### src/rtl/mem_access_ctrl.sv
// Load/store access controller between the pipeline's memory stage and a
// registered-read data memory. One access in flight; requests are checked
// for opcode, alignment and range before any strobe is raised.
module mem_access_ctrl #(
    parameter int WORD  = 64,
    parameter int DEPTH = 32
) (
    input  logic            im_clk,
    input  logic            im_rst_n,
    input  logic            req_valid,
    output logic            req_ready,
    input  logic            req_load,
    input  logic            req_store,
    input  logic [WORD-1:0] req_addr,
    input  logic [WORD-1:0] req_wdata,
    output logic            resp_valid,
    input  logic            resp_ready,
    output logic [WORD-1:0] resp_rdata,
    output logic            resp_err,
    output logic            mem_read,
    output logic            mem_write,
    output logic [WORD-1:0] mem_addr,
    output logic [WORD-1:0] mem_wdata,
    input  logic [WORD-1:0] mem_rdata,
    output logic [15:0]     load_cnt,
    output logic [15:0]     store_cnt
);

    typedef enum logic [1:0] {IDLE, ISSUE, WAIT, RESP} state_t;

    typedef struct packed {
        logic            load;
        logic [WORD-1:0] addr;
        logic [WORD-1:0] wdata;
    } req_t;

    state_t state, state_nxt;
    req_t   req_q;
    logic   live_q;
    logic   accept;
    logic   bad_req;

    assign bad_req = (req_load == req_store) ||
                     (req_addr[2:0] != 3'b000) ||
                     ((req_addr >> 3) >= WORD'(DEPTH));

    assign accept = req_valid && req_ready;

    always_ff @(posedge im_clk or negedge im_rst_n) begin
        if (!im_rst_n) state <= IDLE;
        else           state <= state_nxt;
    end

    // Strobes and memory address/data are decoded from state so that an
    // asynchronous reset clears them immediately, mid-cycle.
    always_comb begin
        state_nxt  = state;
        req_ready  = 1'b0;
        resp_valid = 1'b0;
        mem_read   = 1'b0;
        mem_write  = 1'b0;
        mem_addr   = '0;
        mem_wdata  = '0;
        case (state)
            IDLE: begin
                req_ready = live_q;
                if (req_valid && live_q) state_nxt = bad_req ? RESP : ISSUE;
            end
            ISSUE: begin
                mem_read  = req_q.load;
                mem_write = !req_q.load;
                mem_addr  = req_q.addr;
                mem_wdata = req_q.wdata;
                state_nxt = WAIT;
            end
            WAIT: begin
                mem_addr  = req_q.addr;
                mem_wdata = req_q.wdata;
                state_nxt = RESP;
            end
            RESP: begin
                resp_valid = 1'b1;
                if (resp_ready) state_nxt = IDLE;
            end
            default: state_nxt = IDLE;
        endcase
    end

    // live_q keeps req_ready low until the first edge after reset release.
    always_ff @(posedge im_clk or negedge im_rst_n) begin
        if (!im_rst_n) begin
            live_q     <= 1'b0;
            req_q      <= '0;
            resp_rdata <= '0;
            resp_err   <= 1'b0;
            load_cnt   <= '0;
            store_cnt  <= '0;
        end else begin
            live_q <= 1'b1;
            if (accept) begin
                req_q      <= '{load: req_load, addr: req_addr, wdata: req_wdata};
                resp_err   <= bad_req;
                resp_rdata <= '0;
            end
            // The only edge at which the memory drives valid read data.
            if (state == WAIT && req_q.load) resp_rdata <= mem_rdata;
            if (state == RESP && resp_ready && !resp_err) begin
                if (req_q.load) begin
                    if (load_cnt != 16'hFFFF) load_cnt <= load_cnt + 16'd1;
                end else begin
                    if (store_cnt != 16'hFFFF) store_cnt <= store_cnt + 16'd1;
                end
            end
        end
    end

endmodule

### config.mk
export PLATFORM = sky130hd
export DESIGN_NAME = mem_access_ctrl
export DESIGN_NICKNAME = d
export VERILOG_FILES = /design/src/rtl/mem_access_ctrl.sv
export SDC_FILE = /design/constraint.sdc
export NUM_CORES = 1
export LEC_CHECK = 0
export BUFFER_PORTS_ARGS = -buffer_cell sky130_fd_sc_hd__buf_2
export CORE_AREA = 3 3 167 169
export DETAILED_ROUTE_END_ITERATION = 8
export DIE_AREA = 0 0 170 172
export GPL_TIMING_DRIVEN = 0
export PLACE_DENSITY = 0.76
export SLEW_MARGIN = 20
export SYNTH_ARGS = -nofsm -noshare
export SYNTH_HDL_FRONTEND = slang
export SYNTH_SLANG_ARGS = --single-unit
### constraint.sdc
create_clock -name im_clk -period 4.6 [get_ports im_clk]
set_input_delay 0.46 -clock im_clk [delete_from_list [all_inputs] [get_ports im_clk]]
set_output_delay 0.46 -clock im_clk [all_outputs]
set_load 0.05 [all_outputs]
# Word-level counts from Yosys, hierarchy flattened
# Index checks and enable logic that the tools add are counted.
dict set report totals {
  out_inout_bits 229
  word_cells 49
  input_bits 198
  reg_bits 229
}
dict set report classes {
  n_mux 12
  eq_ne 8
  n_reduce_logical 16
  n_addsub 2
  order_cmp 1
  n_bitwise 1
}
# cell count
set ops {}
lappend ops {{64-bit two-way mux} 4}
lappend ops {{61-bit by 6-bit >= comparator with 1-bit output, second input constant} 1}
lappend ops {{16-bit by 1-bit adder with 16-bit output, second input constant} 2}
lappend ops {{16-bit inequality test, second input constant} 2}
lappend ops {{2-bit one-hot mux with 4 select lines} 1}
lappend ops {{2-bit two-way mux} 3}
lappend ops {{3-bit AND reduction} 2}
lappend ops {{1-bit logical AND} 5}
lappend ops {{2-bit == test, second input constant} 2}
lappend ops {{1-bit two-way mux} 4}
lappend ops {{2-bit inequality test, second input constant} 2}
lappend ops {{3-bit nonzero test} 1}
lappend ops {{2-bit by 1-bit == test with 1-bit output, second input constant} 1}
lappend ops {{1-bit zero test} 2}
lappend ops {{2-bit zero test} 1}
lappend ops {{1-bit logical OR} 2}
lappend ops {{2-bit AND reduction} 1}
lappend ops {{2-bit nonzero test} 1}
lappend ops {{2-bit OR reduction} 1}
lappend ops {{1-bit == test} 1}
lappend ops {{1-bit NOT} 1}

# Logic depth before layout (Yosys ltp)
# Gate-level depths: netlist of run 1.
dict set report depth {
  word_depth 6
  ltp_mapped 8
  depth_no_buf 6
}

# Least setup slack after synthesis of run 1
# Ideal clock, no wire load.
dict set report synth_path {
  path_kind {reg2reg}
  start {reg state[0]}
  end {reg load_cnt[14]}
  path_buffers 0
  setup_time_ps 125
  synth_period_minus_slack_ps 2277
  required_time_ps 4475
  slack_ps 2323
  path_stages_with_launch 6
  t_arrival_ps 2152
  cell_sequence {dfrtp_1 > ha_1 > nand4b_1 > or2_2 > nor4_1 > mux2_2}
}
dict set report synth_between {
  elab_chain_len 4
}
# item line
set synth_lines {}
lappend synth_lines {{start: declaration} 37} ;# state_t state, state_nxt;
lappend synth_lines {{start signal: assignment} 51} ;# else state <= state_nxt;
lappend synth_lines {{2-bit == test} 107} ;# if (state == RESP && resp_ready && !resp_err) begin
lappend synth_lines {{1-bit logical AND (2 in a row)} 107}
lappend synth_lines {{3-bit AND reduction (no line)} -}
lappend synth_lines {{end signal: assignment} 109} ;# if (load_cnt != 16'hFFFF) load_cnt <= load_cnt + 16'd1;
lappend synth_lines {{end: declaration} 25} ;# output logic [15:0] load_cnt,
# Every way passes these cells.
# A chain may end at the register's enable or synchronous reset.

# Worst setup path after layout of run 1
dict set report layout_path {
  start {reg state[1]}
  end {out mem_addr[36]}
}
dict set report layout_between {
  elab_chain_len 3
  elab_cells_between_ends 4
  classes_between {eq/ne (2); mux (1); reduce/logical (1)}
}
# item line
set layout_lines {}
lappend layout_lines {{2-bit == test or 2-bit by 1-bit == test with 1-bit output (tied branches)} 64} ;# case (state)
lappend layout_lines {{2-bit OR reduction (no line) (*)} -}
lappend layout_lines {{64-bit two-way mux (*)} 64}
lappend layout_lines {{end: declaration} 22} ;# output logic [WORD-1:0] mem_addr,
# Every way passes the cells marked *; elsewhere a longest branch is shown, timed or not.

==> results.toml, run 1 <==
[synth]
synthCells = 1165
syn_area_um2 = 10200
yosysTopAreaCellShare_pct = 56.3
synthDistinctLibCells = 38
yosys_warnings = 0
synth-seq-area-share_pct = 56.3
synth_edf_count = 0
syn_avg_cell_area_um2 = 8.74
yosysTopAreaCell = "dfrtp_1"
async_flop_share_pct = 100
yosys-top-cells-area = "dfrtp_1 (56%), nand2_1 (20%), and2_1 (8.1%)"
synth_fp_nets = 1370
yosysMostFrequentCell = "nand2_1"
synth_common_cells = "nand2_1 (529), dfrtp_1 (229), and2_1 (132)"
synth-main-ff-cell = "dfrtp_1"
synth_seq_cells = 229

[cts]
cts_htree_levels = 1
clock_sinks = 229
clock_latency_ns = 0.52
cts.path.max_buffers = 3
clkSlewWorstSetupHoldPaths_ns = 0.06
clock-root-buffer = "clkbuf_16"
numCtsBuffers = 26
cts_setup_buffers = 0
tritoncts = "built"

[placement]
place_ws_ns = 1.64
dp.cells = 1934
portBuffers = 426
gp_congestion = 0.857
hpwl_um = 25800

[power_and_ir_drop]
leakagePower_nw = 7.56
power_mw = 12.0
power.density_nw_per_um2 = 880
ir_worst_vdd_mv = 0.604

[setup_path]
endpoint = "mem_addr[36]"
critical_path_required_ns = 4.14
worst_r2r_path_depth = 8
cp-startpoint = "state[1]"
critical_path.reg2reg.endpoint = "req_q[92]"
critPathMaxFanout = 10
worstReg2RegStart = "state[1]"
end_kind = "output pin"
critical_path_class = "flip-flop to output pin"
worstPathArrival_ns = 2.97
reg2reg_setup_slack_ns = 2.13
cp-start-kind = "flip-flop"

[global_routing]
grt-ovfl-total = 0
antenna_found_initial = 1
grt_pass1_vias = 9609
track_usage_pct = 22.1
grt_max_degree = 100
grt_pass1_wl_um = 51600

[floorplan]
ios = 427
coreArea_um2 = 26700
rows = 60
chipHeight_um = 172
start_util_pct = 38.1
dieArea_um2 = 29200
die_w_um = 170

[timing]
relSlewSlack_pct = 45.7
setup_viol = 0
rsz0062_at_grt = "false"
drv_slew = 0
clock.fmax_mhz = 291
worst_pin_slew_ns = 0.815
skew_ns = 0.0112
fin_crit_ns = 3.43
min_period_over_period_pct = 74.6
layout_setup_ws_ns = 1.17
hold_viol_final = 0

[routing]
drc = 0
wl_um = 33400
wl_per_cell_um = 16.8
vias = 9552
drt_iter0_drc = 520
final_antenna_net_count = 0
detail_route.vias_per_cell = 4.82
dr.pass1.iters = 5

[finish]
drive_above_1_share_pct = 29.8
synthToLayoutAreaGrowth_pct = 34.2
nets = 1827
instances_no_fill = 1982

[min_path]
hp-class = "primary input to flip-flop"
min-delay-start = "req_wdata[7]"

[job]
maxCapViolations = 0

[outcome]
status = "finished clean"
-- sequential cells by signal, indices dropped and copies added, names as in the netlist --
| register | flops |
|---|---|
| store_cnt | 16 |
| load_cnt | 16 |
| req_q | 129 |
| resp_err | 1 |
| resp_rdata | 64 |
| live_q | 1 |
| state | 2 |
-- how the worst min path moves through the flow --
stage	to	cells after the start
3_3_place_gp	req_q[80]	2
6_report	req_q[7]	3
4_1_cts	req_q[43]	3
2_1_floorplan	live_q	0
3_5_place_dp	store_cnt[8]	1
5_1_grt	req_q[35]	3
-- cell families after synthesis --
family                     after synthesis  share of synthesized area [%]
and+or+nand+nor                        748                           33.3
DFF                                    229                           56.3
AOI/OAI and AO/OA                       74                           3.75
buffers and inverters                   72                           2.70
xor gates and xnor gates                28                           2.41
adders and majority gates                7                          0.860
muxes                                    6                          0.664
other                                    1                         0.0368
-- cell type report --
class	instances	area [um2]
multi-input cells	864	4170
diodes	1	2.50
clock inverters	11	95.1
flip-flops and latches	229	5730
plain buffers	66	253
repair buffers	429	2210
inverters	6	22.5
well taps	341	427
clock buffers	35	746
fillers	2560	13100
-- metal layers --
| layer | wire [um] | global-route usage, % | vias up |
|---|---|---|---|
| met5 | 0 | 0 | - |
| met4 | 1040 | 7.20 | 0 |
| li1 | - | - | 4602 |
| met2 | 16600 | 39.4 | 362 |
| met1 | 13200 | 26.4 | 4519 |
| met3 | 2560 | 5.37 | 69 |
-- worst max-delay path: stages (launching register included) --
cell and delay, ns:
dfrtp_1 0.37, inv_1 0.10, ha_1 0.32, clkbuf_1 0.61, clkbuf_1 0.38, and2_1 0.35, buf_2 0.32
-- per-stage QoR --
step,utilization (%),TNS (ns),instance area (um2),hold WS (ns)
3_3_place_gp,47.7,-208.49,12700,0.449
6_report,51.1,0,13700,0.121
3_5_place_dp,47.9,0,12800,0.382
4_1_cts,51.1,0,13700,0.0970
2_1_floorplan,-,0,10200,0.164
5_1_grt,51.1,0,13700,0.106
-- cells in the final DEF (no fill, tap or decap), types with 2 or more instances in the layout --
cell | synthesis | final
buf_1 | 3 | 3
mux2_2 | 6 | 6
nand4_1 | 9 | 9
clkbuf_8 | 0 | 4
clkbuf_16 | 0 | 27
nand2_1 | 529 | 529
and2_1 | 132 | 132
xnor2_1 | 4 | 4
nor4_2 | 2 | 2
buf_16 | 0 | 2
o2111ai_1 | 2 | 2
nor2_1 | 11 | 11
nand3_1 | 8 | 8
nor3_1 | 13 | 13
nand2b_1 | 2 | 2
inv_1 | 6 | 6
ha_1 | 7 | 7
o21ai_0 | 68 | 68
clkinv_4 | 0 | 2
nor4_1 | 22 | 22
nor2b_1 | 2 | 2
clkinvlp_4 | 0 | 3
buf_2 | 1 | 426
or2_2 | 3 | 3
dfrtp_1 | 229 | 229
a31oi_1 | 3 | 3
and3_1 | 3 | 3
xor2_1 | 24 | 24
clkinv_2 | 0 | 5
nor4b_1 | 2 | 2
clkbuf_1 | 61 | 65
-- report_power, final --
group	leakage, nW	switching [mW]	internal, mW	total [mW]
Sequential	2.91	0.442	2.86	3.30
Combinational	4.24	5.17	1.53	6.70
Clock	0.409	0.837	1.19	2.03
Total	7.56	6.45	5.57	12.0
-- repair_timing --
item | CTS | global route
gates resized for setup | 0 | 0
setup endpoints to repair | 0 | 0
hold buffers | 1 | 0
hold endpoints to repair | 41 | 0
No activity file was read; power rests on OpenSTA's default activity.
==> run 2: changes to the inputs <==
Settings changed: CORE_AREA 3 3 167 169 to 3 3 164 166, DIE_AREA 0 0 170 172 to 0 0 167 169, PLACE_DENSITY 0.76 to 0.78.
Clock period 4.6 ns to 3.35 ns, I/O delays scaled along.
==> results.toml, run 2 (same netlist as run 1, synthesis figures left out) <==
[outcome]
status = "finished clean"

[routing]
final_antenna_net_count = 0
wl_um = 35400
drc = 0
dr.pass1.iters = 7
vias = 10200
wl_per_cell_um = 17.2
detail_route.vias_per_cell = 4.96
drt_iter0_drc = 678

[placement]
portBuffers = 426
hpwl_um = 25300
gp_congestion = 0.901
place_ws_ns = 0.598
place_area_um2 = 12800

[global_routing]
grt-ovfl-total = 0
grt_pass1_vias = 10500
use_met3_pct = 5.49
busiest_layer = "met2"
met2_usage_pct = 43.2
antenna_found_initial = 1
met1_usage_pct = 28.3
grt_pass1_wl_um = 55300
grt_max_degree = 95
track_usage_pct = 24.1

[min_path]
hp-class = "primary input to flip-flop"

[cts]
cts.path.max_buffers = 3
cts_htree_levels = 1
numCtsBuffers = 26
clock-root-buffer = "clkbuf_16"
clkSlewWorstSetupHoldPaths_ns = 0.06
cts_setup_buffers = 0
tritoncts = "built"
clock_sinks = 229
clock_latency_ns = 0.54

[timing]
layout_setup_ws_ns = 0.371
clock.fmax_mhz = 336
setup_viol = 0
rsz0062_at_grt = "false"
fin_crit_ns = 2.98
worst_pin_slew_ns = 0.937
drv_slew = 0
min_period_over_period_pct = 88.9
hold_viol_final = 0
skew_ns = 0.0282
setup_tns_ns = 0
relSlewSlack_pct = 37.5

[floorplan]
die_w_um = 167
ios = 427
coreArea_um2 = 25800
rows = 59
dieArea_um2 = 28200
start_util_pct = 39.5
chipHeight_um = 169

[setup_path]
critPathMaxFanout = 10
end_kind = "output pin"
worstPathCellList = "inv_1 -> ha_1 -> clkbuf_1 -> clkbuf_1 -> and2_1 -> buf_2"
cp-start-kind = "flip-flop"
crit_family = "buffers and inverters"
crit_path_top_delay_cell = "clkbuf_1"
cpMostUsedCell = "clkbuf_1"
critPathMaxStageDelay_ns = 0.43
critical_path_class = "flip-flop to output pin"
worstPathArrival_ns = 2.64
critical_path_required_ns = 3.01
cp.buffers_inverters = 4

[finish]
final_common_cell = "nand2_1"
top_register = "req_q"
largestRegisters = "req_q x129, resp_rdata x64"
final_cell_mix = "nand2_1 (529), buf_2 (426), dfrtp_1 (229)"
synthToLayoutAreaGrowth_pct = 42.0
largest_reg_flops = 129
nets = 1906
drive_above_1_share_pct = 28.4
fin_area_um2 = 14500

[power_and_ir_drop]
seqPwrFrac_pct = 27.3
pwr-share-comb_pct = 55.7
power_mw = 16.8
sw_frac_of_total_pct = 53.6
p_int_mw = 7.78
leakagePower_nw = 7.90
pwr-share-clk_pct = 17.0
p_switching_mw = 8.99
ir_worst_vdd_mv = 0.928
power.density_nw_per_um2 = 1160

[job]
maxCapViolations = 0
[run 2: cell count changes in the layout (fill, tap and decap cells not counted), sizes merged]
| cell | delta |
|---|---|
| dlygate4sd3 | +79 |
| clkbuf | +2 |
| clkinvlp | -2 |
| bufinv | +1 |
| clkinv | -1 |
[run 2: tightest hold or removal path: stages]
cell	delay, ns
buf_2	0.08
nand2_1	0.05
nand2_1	0.05
[run 2: metrics by stage]
step,cells,hold slack [ns],utilization (%)
4_1_cts,2054,0.000429,56.1
6_report,2055,0.0182,56.1
3_5_place_dp,1928,0.278,49.7
2_1_floorplan,1165,0.0394,-
5_1_grt,2055,0.00673,56.1
3_3_place_gp,1926,0.449,49.4
[run 2: worst paths after layout]
path	startpoint	end	slack (ns)	depth (start not counted)
hold reg to reg	req_q[119]	req_q[119]	0.47	2
hold / removal	req_wdata[61]	req_q[61]	0.02	3
max in group asynchronous	im_rst_n	req_q[11]	2.17	3
min in group asynchronous	im_rst_n	load_cnt[15]	0.30	2
setup / recovery	state[0]	mem_addr[48]	0.37	6
setup reg to reg	state[0]	req_q[47]	0.73	8
[run 2: power by group through the flow]
stage	Sequential [mW]	Clock, mW	Combinational, mW
6_report	4.58	2.85	9.34
5_1_grt	4.71	3.03	9.94
4_1_cts	4.54	2.91	9.33
3_5_place_dp	4.57	0	9.23
3_3_place_gp	4.52	0	9.11
2_1_floorplan	5.59	0	5.72
[run 2: area by class of cell]
class	count	area, um2
fill	2217	11300
multi-input combinational	864	4170
inverter	6	22.5
clock inverter	9	116
timing repair buffer	508	3000
buffer	66	254
antenna	1	2.50
sequential	229	5730
tap	335	419
clock buffer	37	742
[run 2: metal layers]
layer	share of wire, %	up-vias
li1	-	4758
met1	38	4840
met2	50	479
met3	7.8	109
met4	3.8	0
met5	0	-
[run 2: what timing repair did]
| item | 4_1_cts | 5_1_grt |
|---|---|---|
| setup endpoints to repair | 0 | 7 |
| hold endpoints to repair | 127 | 0 |
| hold buffers | 80 | 0 |
| gates resized for setup | 0 | 2 |
==> run 3: changes to the inputs <==
Clock period 3.35 ns to 2.9 ns, I/O delays scaled along.
==> results.toml, run 3 (same netlist as run 1, synthesis figures left out) <==
[timing]
worst_pin_slew_ns = 0.913
rsz0062_at_grt = "false"
fin_crit_ns = 2.68
setup_viol = 0
skew_ns = 0.0258
clock.fmax_mhz = 373
hold_viol_final = 0
drv_slew = 0
layout_setup_ws_ns = 0.220
relSlewSlack_pct = 39.1
setup_tns_ns = 0
min_period_over_period_pct = 92.4

[power_and_ir_drop]
power.density_nw_per_um2 = 1280
ir_worst_vdd_mv = 1.14
leakagePower_nw = 8.32

[routing]
vias = 10900
drc = 0
dr.pass1.iters = 5
wl_um = 38400
detail_route.vias_per_cell = 5.07
final_antenna_net_count = 0
wl_per_cell_um = 17.9
drt_iter0_drc = 754

[global_routing]
grt_max_degree = 95
grt-ovfl-total = 0
met1_usage_pct = 29.6
grt_pass1_wl_um = 59400
use_met3_pct = 5.60
met2_usage_pct = 46.3
busiest_layer = "met2"
track_usage_pct = 26.0
grt_pass1_vias = 11300
antenna_found_initial = 1

[setup_path]
critical_path.reg2reg.endpoint = "req_q[21]"
critical_path_required_ns = 2.61
worst_r2r_path_depth = 8
critical_path_class = "flip-flop to output pin"
reg2reg_setup_slack_ns = 0.34
worstReg2RegStart = "state[0]"
critPathMaxFanout = 10
worstPathArrival_ns = 2.39
cp-start-kind = "flip-flop"
end_kind = "output pin"

[min_path]
min_path_cells = 3
hp-class = "primary input to flip-flop"
holdPathEnd = "resp_rdata[39]"
min-delay-start = "mem_rdata[39]"

[finish]
instances_no_fill = 2150
fin_area_um2 = 15400
drive_above_1_share_pct = 27.3
final_cell_mix = "nand2_1 (529), buf_2 (426), dfrtp_1 (229)"
largest_reg_flops = 129
synthToLayoutAreaGrowth_pct = 51.5
utilization_pct = 59.9
filler_cell_count = 2053
largestRegisters = "req_q x129, resp_rdata x64"
nets = 2001
layout.area.seq_um2 = 5730
final_common_cell = "nand2_1"
multiInputGateArea_um2 = 4170
top_register = "req_q"

[floorplan]
start_util_pct = 39.5
rows = 59
dieArea_um2 = 28200
die_w_um = 167
coreArea_um2 = 25800
ios = 427
chipHeight_um = 169

[placement]
gp_congestion = 0.901
hpwl_um = 25300
place_ws_ns = 0.193
portBuffers = 426
place_area_um2 = 12800
dp.cells = 1928

[cts]
clock_latency_ns = 0.53
clkSlewWorstSetupHoldPaths_ns = 0.06
numCtsBuffers = 26
cts_htree_levels = 1
cts.path.max_buffers = 3
clock-root-buffer = "clkbuf_16"
tritoncts = "built"
clock_sinks = 229

[job]
maxCapViolations = 0

[outcome]
status = "finished clean"
==> run 3: cell types whose count changed in the layout (fill, tap and decap cells not counted) <==
| cell | before | now |
|---|---|---|
| clkbuf_4 | 0 | 1 |
| dlygate4sd3_1 | 80 | 175 |
| clkbuf_2 | 1 | 8 |
| clkbuf_1 | 66 | 58 |
==> run 3: worst max-delay path, cell delays in order, from the launching register on <==
cell and delay [ns]:
dfrtp_1 0.37, inv_1 0.10, ha_1 0.32, clkbuf_4 0.26
clkbuf_1 0.32, and2_1 0.21, buf_2 0.27
==> run 3: report_power, final <==
group	leakage, nW	switching, mW	total (mW)	internal [mW]
sequential	2.91	0.799	5.33	4.53
clock	0.419	1.33	3.29	1.96
combinational	4.99	8.44	11.1	2.61
==> run 3: what timing repair did <==
action	CTS	global route
hold endpoints to repair	222	0
hold buffers	175	0
buffers inserted	0	0
gates resized for setup	5	10
gates cloned	0	0
setup endpoints to repair	108	66
==> run 3: metal layers <==
layer | up-vias | routed length, um
met4 | 0 | 2150
met2 | 606 | 19000
met5 | - | 0
met3 | 166 | 3050
li1 | 4941 | -
met1 | 5191 | 14200
==> run 3: final cells by class <==
cell class              count  share of cell area, %
diodes                      1                 0.0162
plain buffers              66                   1.73
clock buffers              37                   4.81
clock inverters             9                  0.755
inverters                   6                  0.146
multi-input cells         864                   27.1
flip-flops and latches    229                   37.2
well taps                 335                   2.72
repair buffers            603                   25.6
==> run 3: how the worst max path moves through the flow <==
stage | start | endpoint | slack, ns
finish | state[0] | mem_addr[14] | 0.22
detailed placement | state[1] | mem_addr[35] | 0.19
global placement | im_rst_n | req_q[10] | -2.49
CTS | state[1] | mem_addr[35] | 0.03
global route | state[0] | mem_addr[17] | 0.03
floorplan | state[0] | load_cnt[14] | 0.62
==> run 3: per-stage QoR <==
step           hold WS, ns  power (mW)
6_report            0.0209        19.7
4_1_cts           0.000209        19.5
5_1_grt            0.00349        20.6
2_1_floorplan     -0.00559        13.1
3_5_place_dp         0.233        15.9
3_3_place_gp         0.449        15.7
